## config.mk

```make
export PLATFORM = sky130hd
export DESIGN_NAME = aes_round_sequencer
export DESIGN_NICKNAME = d
export VERILOG_FILES = /design/src/rtl/aes_round_sequencer.sv
export SDC_FILE = /design/constraint.sdc
export NUM_CORES = 1
export LEC_CHECK = 0
export BUFFER_PORTS_ARGS = -buffer_cell sky130_fd_sc_hd__buf_2
export CORE_AREA = 2 2 203 205
export DETAILED_ROUTE_END_ITERATION = 12
export DIE_AREA = 0 0 205 207
export PLACE_DENSITY = 0.61
export SLEW_MARGIN = 20
export SYNTH_ARGS = -nofsm -noshare
export SYNTH_HDL_FRONTEND = slang
export SYNTH_SLANG_ARGS = --single-unit
```

## constraint.sdc

```tcl
create_clock -name clk -period 1.6 [get_ports clk]
set_input_delay 0.16 -clock clk [delete_from_list [all_inputs] [get_ports clk]]
set_output_delay 0.16 -clock clk [all_outputs]
set_load 0.01 [all_outputs]
```

## src/rtl/aes_round_sequencer.sv

```systemverilog
// Iterative AES-128 round controller: owns the cipher state register and
// sequences the shared SubBytes/ShiftRows/MixColumns/AddRoundKey units.
module aes_round_sequencer #(
    parameter int WORD_SIZE  = 8,
    parameter int ARRAY_SIZE = 16,
    parameter int NR         = 10
) (
    input  logic                            clk,
    input  logic                            rst,
    input  logic                            start,
    input  logic [WORD_SIZE*ARRAY_SIZE-1:0] data_in,
    output logic                            busy,
    output logic                            done,
    output logic [WORD_SIZE*ARRAY_SIZE-1:0] data_out,
    output logic                            stage_start,
    output logic [1:0]                      stage_sel,
    output logic [WORD_SIZE*ARRAY_SIZE-1:0] stage_data,
    input  logic [WORD_SIZE*ARRAY_SIZE-1:0] stage_result,
    input  logic                            stage_done,
    output logic [3:0]                      round
);

    // state | meaning
    // IDLE  | waiting for start; data_out holds the last ciphertext
    // ISSUE | stage_start pulse for the op held in stage_sel
    // WAIT  | op outstanding; stage_sel/stage_data held until stage_done
    // FIN   | done pulse; ciphertext presented on data_out
    typedef enum logic [1:0] {IDLE, ISSUE, WAIT, FIN} fsm_t;

    localparam logic [1:0] OP_SUB   = 2'd0;
    localparam logic [1:0] OP_SHIFT = 2'd1;
    localparam logic [1:0] OP_MIX   = 2'd2;
    localparam logic [1:0] OP_ARK   = 2'd3;
    localparam logic [3:0] LAST_ROUND = 4'(NR);

    fsm_t                            fsm, fsm_d;
    logic [1:0]                      sel_d;
    logic [3:0]                      round_d;
    logic [WORD_SIZE*ARRAY_SIZE-1:0] state_d, out_d;
    logic                            busy_d, done_d, start_d;

    // stage_data is the state register itself; every output is computed
    // one cycle ahead so that all of them come straight from flops.
    always_comb begin
        fsm_d   = fsm;
        sel_d   = stage_sel;
        round_d = round;
        state_d = stage_data;
        out_d   = data_out;
        busy_d  = 1'b0;
        done_d  = 1'b0;
        start_d = 1'b0;
        case (fsm)
            IDLE: begin
                if (start) begin
                    state_d = data_in;
                    round_d = 4'd0;
                    sel_d   = OP_ARK;
                    fsm_d   = ISSUE;
                    busy_d  = 1'b1;
                    start_d = 1'b1;
                end
            end
            ISSUE: begin
                fsm_d  = WAIT;
                busy_d = 1'b1;
            end
            WAIT: begin
                busy_d = 1'b1;
                if (stage_done) begin
                    state_d = stage_result;
                    fsm_d   = ISSUE;
                    start_d = 1'b1;
                    case (stage_sel)
                        OP_SUB:   sel_d = OP_SHIFT;
                        OP_SHIFT: sel_d = (round < LAST_ROUND) ? OP_MIX : OP_ARK;
                        OP_MIX:   sel_d = OP_ARK;
                        default: begin
                            if (round == LAST_ROUND) begin
                                fsm_d   = FIN;
                                start_d = 1'b0;
                                busy_d  = 1'b0;
                                done_d  = 1'b1;
                                out_d   = stage_result;
                            end else begin
                                round_d = round + 4'd1;
                                sel_d   = OP_SUB;
                            end
                        end
                    endcase
                end
            end
            FIN: begin
                fsm_d = IDLE;
            end
            default: begin
                fsm_d = IDLE;
            end
        endcase
    end

    always_ff @(posedge clk) begin
        if (rst) begin
            fsm         <= IDLE;
            stage_sel   <= OP_SUB;
            round       <= 4'd0;
            stage_data  <= '0;
            data_out    <= '0;
            busy        <= 1'b0;
            done        <= 1'b0;
            stage_start <= 1'b0;
        end else begin
            fsm         <= fsm_d;
            stage_sel   <= sel_d;
            round       <= round_d;
            stage_data  <= state_d;
            data_out    <= out_d;
            busy        <= busy_d;
            done        <= done_d;
            stage_start <= start_d;
        end
    end

endmodule

```

== After elaboration in Yosys (flattened, before gate mapping) ==
Cells that the tools add are included.
Operators by class
  bitwise logic cells: 3
  order comparisons: 1
  equality and inequality tests: 11
  add/subtract/negate cells: 1
  mux-type cells: 27
  reductions and logical operators: 10
Operators by type and width (count)
  128-bit two-way mux: 2
  128-bit case mux with 2 select lines: 1
  4-bit two-way mux: 4
  2-bit two-way mux: 7
  2-bit inequality test (second input constant): 4
  2-bit case mux with 4 select lines: 1
  4-bit case mux with 2 select lines: 1
  4-bit AND reduction: 2
  1-bit two-way mux: 7
  2-bit == test (second input constant): 3
  2-bit case mux with 3 select lines: 1
  6-bit OR reduction: 1
  5-bit inequality test (second input constant): 1
  5-bit AND reduction: 1
  4-bit by 1-bit adder with 4-bit output (second input constant): 1
  2-bit by 1-bit == test with 1-bit output (second input constant): 2
  4-bit == test (second input constant): 1
  2-bit zero test: 2
  4-bit < comparator (second input constant): 1
  2-bit case mux with 2 select lines: 1
  1-bit inverter: 3
  1-bit case mux with 3 select lines: 1
  3-bit AND reduction: 1
  3-bit OR reduction: 1
  3 further kinds: 3
Word-level totals
  output and inout port bits: 265
  flip-flop bits (word level): 267
  input bits: 260

== Depth between registers and ports, before layout ==
  depth in word-level cells: 5
  gate-level depth with buffers: 8
  depth with buffers taken out: 6

== Least setup slack after synthesis ==
Ideal clock, no wire load.
  path type: flip-flop to flip-flop
  start: register round[1]
  end: register stage_sel[0]
  period minus slack after synthesis: 1632 ps
  arrival time: 1497 ps
  library setup time: 136 ps
  data required time: 1464 ps
  cell stages (with the launch flop): 6
  slack: -32 ps
  path through: dfxtp_1 ha_1 nand3b_1 or4b_1 a21oi_1 nor3_1
Between the ends
  cells in the longest elaborated chain, start to end: 5
  elaborated cells on any way between the ends: 8
  classes of those cells: 1 x order compare; 2 x eq/ne; 4 x mux; 1 x reduce/logical
RTL lines
  start: declaration: line 20  | output logic [3:0] round
  start signal: assignment: line 115  | round <= round_d;
  4-bit < comparator: line 76  | OP_SHIFT: sel_d = (round < LAST_ROUND) ? OP_MIX : OP_ARK;
  1-bit two-way mux: line 76
  2-bit case mux with 3 select lines: line 74  | case (stage_sel)
  2-bit two-way mux: line 70  | if (stage_done) begin
  2-bit case mux with 2 select lines: line 53  | case (fsm)
  end signal: assignment: line 114  | stage_sel <= sel_d;
  end: declaration: line 16  | output logic [1:0] stage_sel,
Several ways; a longest one is shown, not always the timed one. The select of a mux whose other input is x is not followed.
A chain may end at the register's enable or synchronous reset.

== Final worst setup path ==
  start: register stage_sel[1]
  end: register data_out[44]
Between the ends
  cells in the longest elaborated chain, start to end: 4
  elaborated cells on any way between the ends: 6
  classes of those cells: 2 x eq/ne; 1 x bitwise; 3 x reduce/logical
RTL lines
  2-bit == test, or another cell as far along: line 74
  3-bit OR reduction (no source line) *
  1-bit inverter (no source line) *
  4-bit AND reduction (no source line) *
  end signal: assignment: line 117  | data_out <= out_d;
  end: declaration: line 14  | output logic [WORD_SIZE*ARRAY_SIZE-1:0] data_out,
Mark *: on every way between the ends. The rest lies on a longest branch, timed or not.

==> run summary <==
Pwr Density - 899 mW/mm²
WHS Path Cells - 4
Worst Hold Margin - 0.0198 ns
Rows - 74
Vias - 13.8k
R2R depth - 6
met3 routed WL - 4600 µm
clock transition at the registers of the reported paths - 0.06 ns
clk_skew - 0.00891 ns
Max H-tree Level - 1
Worst VDD drop - 0.833 mV
Min-Delay Startpoint - stage_done
maximum clock rate - 0.595 GHz
max cap viols - 0
power after layout - 18.0 mW
P_leak - 8.84 nW
synth warn - 0
Post-Place Cell Area - 0.0143 mm²
clk buf depth - 3
worst-margin pin slew - 0.498 ns
Rel. slew slack - 66.5%
Routed WL - 53,300 µm
register area share after synthesis - 50.3%
hold crit path type - in2reg
flops & latches, synth - 267
CTS root buf - clkbuf_16
status - finished with violations
startpoint class of the critical path - flop
failing checks - setup timing
Initial DRC Count - 1,019
Hold Path Sink - fsm[0]
mapped cell area - 0.0106 mm²
die height - 207 µm
Placed Instances - 2,368
synthesized instance count - 1,347
PortBufs - 524
Design Area, Final - 0.0200 mm²
syn_nets - 1,613
Core Area - 0.0404 mm²
Routed Antenna Nets - 0
Routed wire per std cell - 19.4 µm
clock sink count - 267
1st-pass router iterations - 6
vias in the first global route - 13.2k
Final Hold Viols - 0
crit path kind - reg2reg
reg2reg end - data_out[44]
ys async rst share - 0%
Syn Area/Cell - 7.89 µm²
RSZ-0062 raised after global routing - true
Final nets - 2,463
crit-path max cell delay - 0.37 ns
met1 WL - 21,100 µm
Total Routing Usage GR - 20.1%
Synth Flop Type - dfxtp_1
Final WS setup - -0.0817 ns
endpoints failing setup - 134
Slowest-stage cell, CP - dfxtp_4
Ports - 525
Initial Util - 26.3%
Yosys cell types - 34
crit path DAT - 2.17 ns
initial antenna violation count - 1
Tmin final - 1.68 ns
r2r startpoint - stage_sel[1]
Die X - 205 µm
CP max FO - 68
Crit path required time - 2.09 ns
CTS Buf Count - 29
metal2 WL - 25,000 µm
worst-path cell chain - ha_4 > and4b_1 > nand3_4 > buf_16 > nand2_1 > a21oi_2
pin count of the biggest net entering global routing - 69
Post-DP HPWL - 29,500 µm
vias per inst - 5.02
fin cells - 2,753
Highest Signal Layer - met4
P&R area growth vs syn - 88.4%
Setup TNS Final - -2.60 ns
layout cells sized above 1 - 43.1%
DRC violations left - 0
period utilisation layout - 105%
Die Area - 0.0424 mm²
Pins Over Slew Limit - 0
R2R setup slack - -0.08 ns
first-pass GRT wire length - 69,200 µm
EDFF count, synth - 0
GPL Wtd Cong - 0.882
worst skew pair latency - 0.57 ns
CP Capture Type - flop
CTS tree - yes
grt total ovfl - 0
-- placed cells by master, fill, tap and decap left out, drive strengths merged --
| cell | instances |
|---|---|
| a21o | 1 |
| bufinv | 2 |
| a41oi | 1 |
| dlygate4sd3 | 257 |
| mux2i | 1 |
| o21ai | 5 |
| nor3b | 1 |
| clkinv | 6 |
| nand2 | 514 |
| diode | 1 |
| nand2b | 2 |
| and2 | 1 |
| o211ai | 1 |
| and4b | 1 |
| clkbuf | 67 |
| inv | 5 |
| or4b | 1 |
| nand4 | 1 |
| nor3 | 5 |
| or3 | 3 |
| nand3b | 2 |
| and3 | 1 |
| nor2 | 136 |
| nand4b | 1 |
| nand3 | 3 |
| nor2b | 1 |
| clkinvlp | 2 |
| ha | 6 |
| dfxtp | 267 |
| nor4 | 2 |
| a311oi | 128 |
| a31oi | 1 |
| buf | 655 |
| and2b | 1 |
| a21oi | 139 |
-- routing by layer --
layer / global-route usage [%] / up-vias
met4: 11.3 / 0
met3: 4.99 / 202
li1: - / 6271
met2: 34.0 / 794
met1: 23.0 / 6564
met5: 0 / -
-- what timing repair did --
| action | CTS | global route |
|---|---|---|
| hold endpoints to repair | 257 | 0 |
| endpoints found under the setup margin | 102 | 223 |
| hold buffers | 257 | 0 |
| buffers inserted | 8 | 32 |
| gates cloned | 3 | 31 |
| pin swaps | 2 | 126 |
| resized for setup | 7 | 291 |
-- sequential cells by signal, summed over array words and instances, names as in the netlist --
signal / flops
stage_start: 1
stage_sel: 2
round: 4
fsm: 2
busy: 1
data_out: 128
done: 1
stage_data: 128
-- Yosys cell counts (3+ instances only) --
cell      instances  area share, %
nand2_1         514             18
dfxtp_1         267             50
a21oi_1         138            6.5
nor2_1          136            4.8
a311oi_1        108            8.9
buf_2            65            3.1
clkbuf_1         40            1.4
a311oi_2         20            2.8
buf_4            12           0.85
ha_1              6           0.71
nor3_1            5           0.24
o21ai_0           5           0.24
inv_1             4           0.14
nand3_1           3           0.14
or3_1             3           0.18
-- critical path, delay by kind of cell, from the launching register on --
kind,cells,cell delay [ns]
buffers and inverters,1,0.27
and+or+nand+nor,3,0.53
AOI/OAI and AO/OA,1,0.18
adders and majority gates,1,0.16
DFF,1,0.37
-- per-stage QoR --
step	utilization, %	setup WS, ns
2_1_floorplan	-	0.00388
3_3_place_gp	35.4	-0.00320
3_5_place_dp	35.4	-0.0832
4_1_cts	44.6	-0.0248
5_1_grt	49.6	-0.185
6_report	49.6	-0.0817
-- cell type report --
class	count	area, µm²
well taps	532	666
inverters	4	15.0
flip-flops and latches	267	5360
fillers	3536	20300
multi-input cells	959	5630
diodes	1	2.50
clock inverters	11	114
clock buffers	43	848
repair buffers	936	7390
-- kinds of logic after synthesis --
| group | after synthesis | share of synthesized area (%) |
|---|---|---|
| simple gates | 676 | 24.6 |
| mux | 1 | 0.0941 |
| compound gates | 276 | 18.9 |
| fa+ha+maj | 6 | 0.706 |
| buf+inv | 121 | 5.46 |
| flops | 267 | 50.3 |
-- power breakdown --
group / internal (mW) / leakage, nW / switching, mW
combinational: 2.01 / 6.18 / 1.92
sequential: 7.02 / 2.19 / 0.250
clock: 3.98 / 0.473 / 2.84
-- worst max-delay path by stage --
stage | startpoint | to | slack [ns] | depth (start not counted)
2_1_floorplan | stage_sel[1] | data_out[27] | 0.004 | 7
3_3_place_gp | stage_sel[1] | data_out[87] | -0.003 | 6
3_5_place_dp | stage_sel[1] | data_out[107] | -0.08 | 6
4_1_cts | round[0] | data_out[62] | -0.02 | 7
5_1_grt | fsm[1] | stage_data[69] | -0.18 | 7
6_report | stage_sel[1] | data_out[44] | -0.08 | 6
No activity file was read; power rests on OpenSTA's default activity.
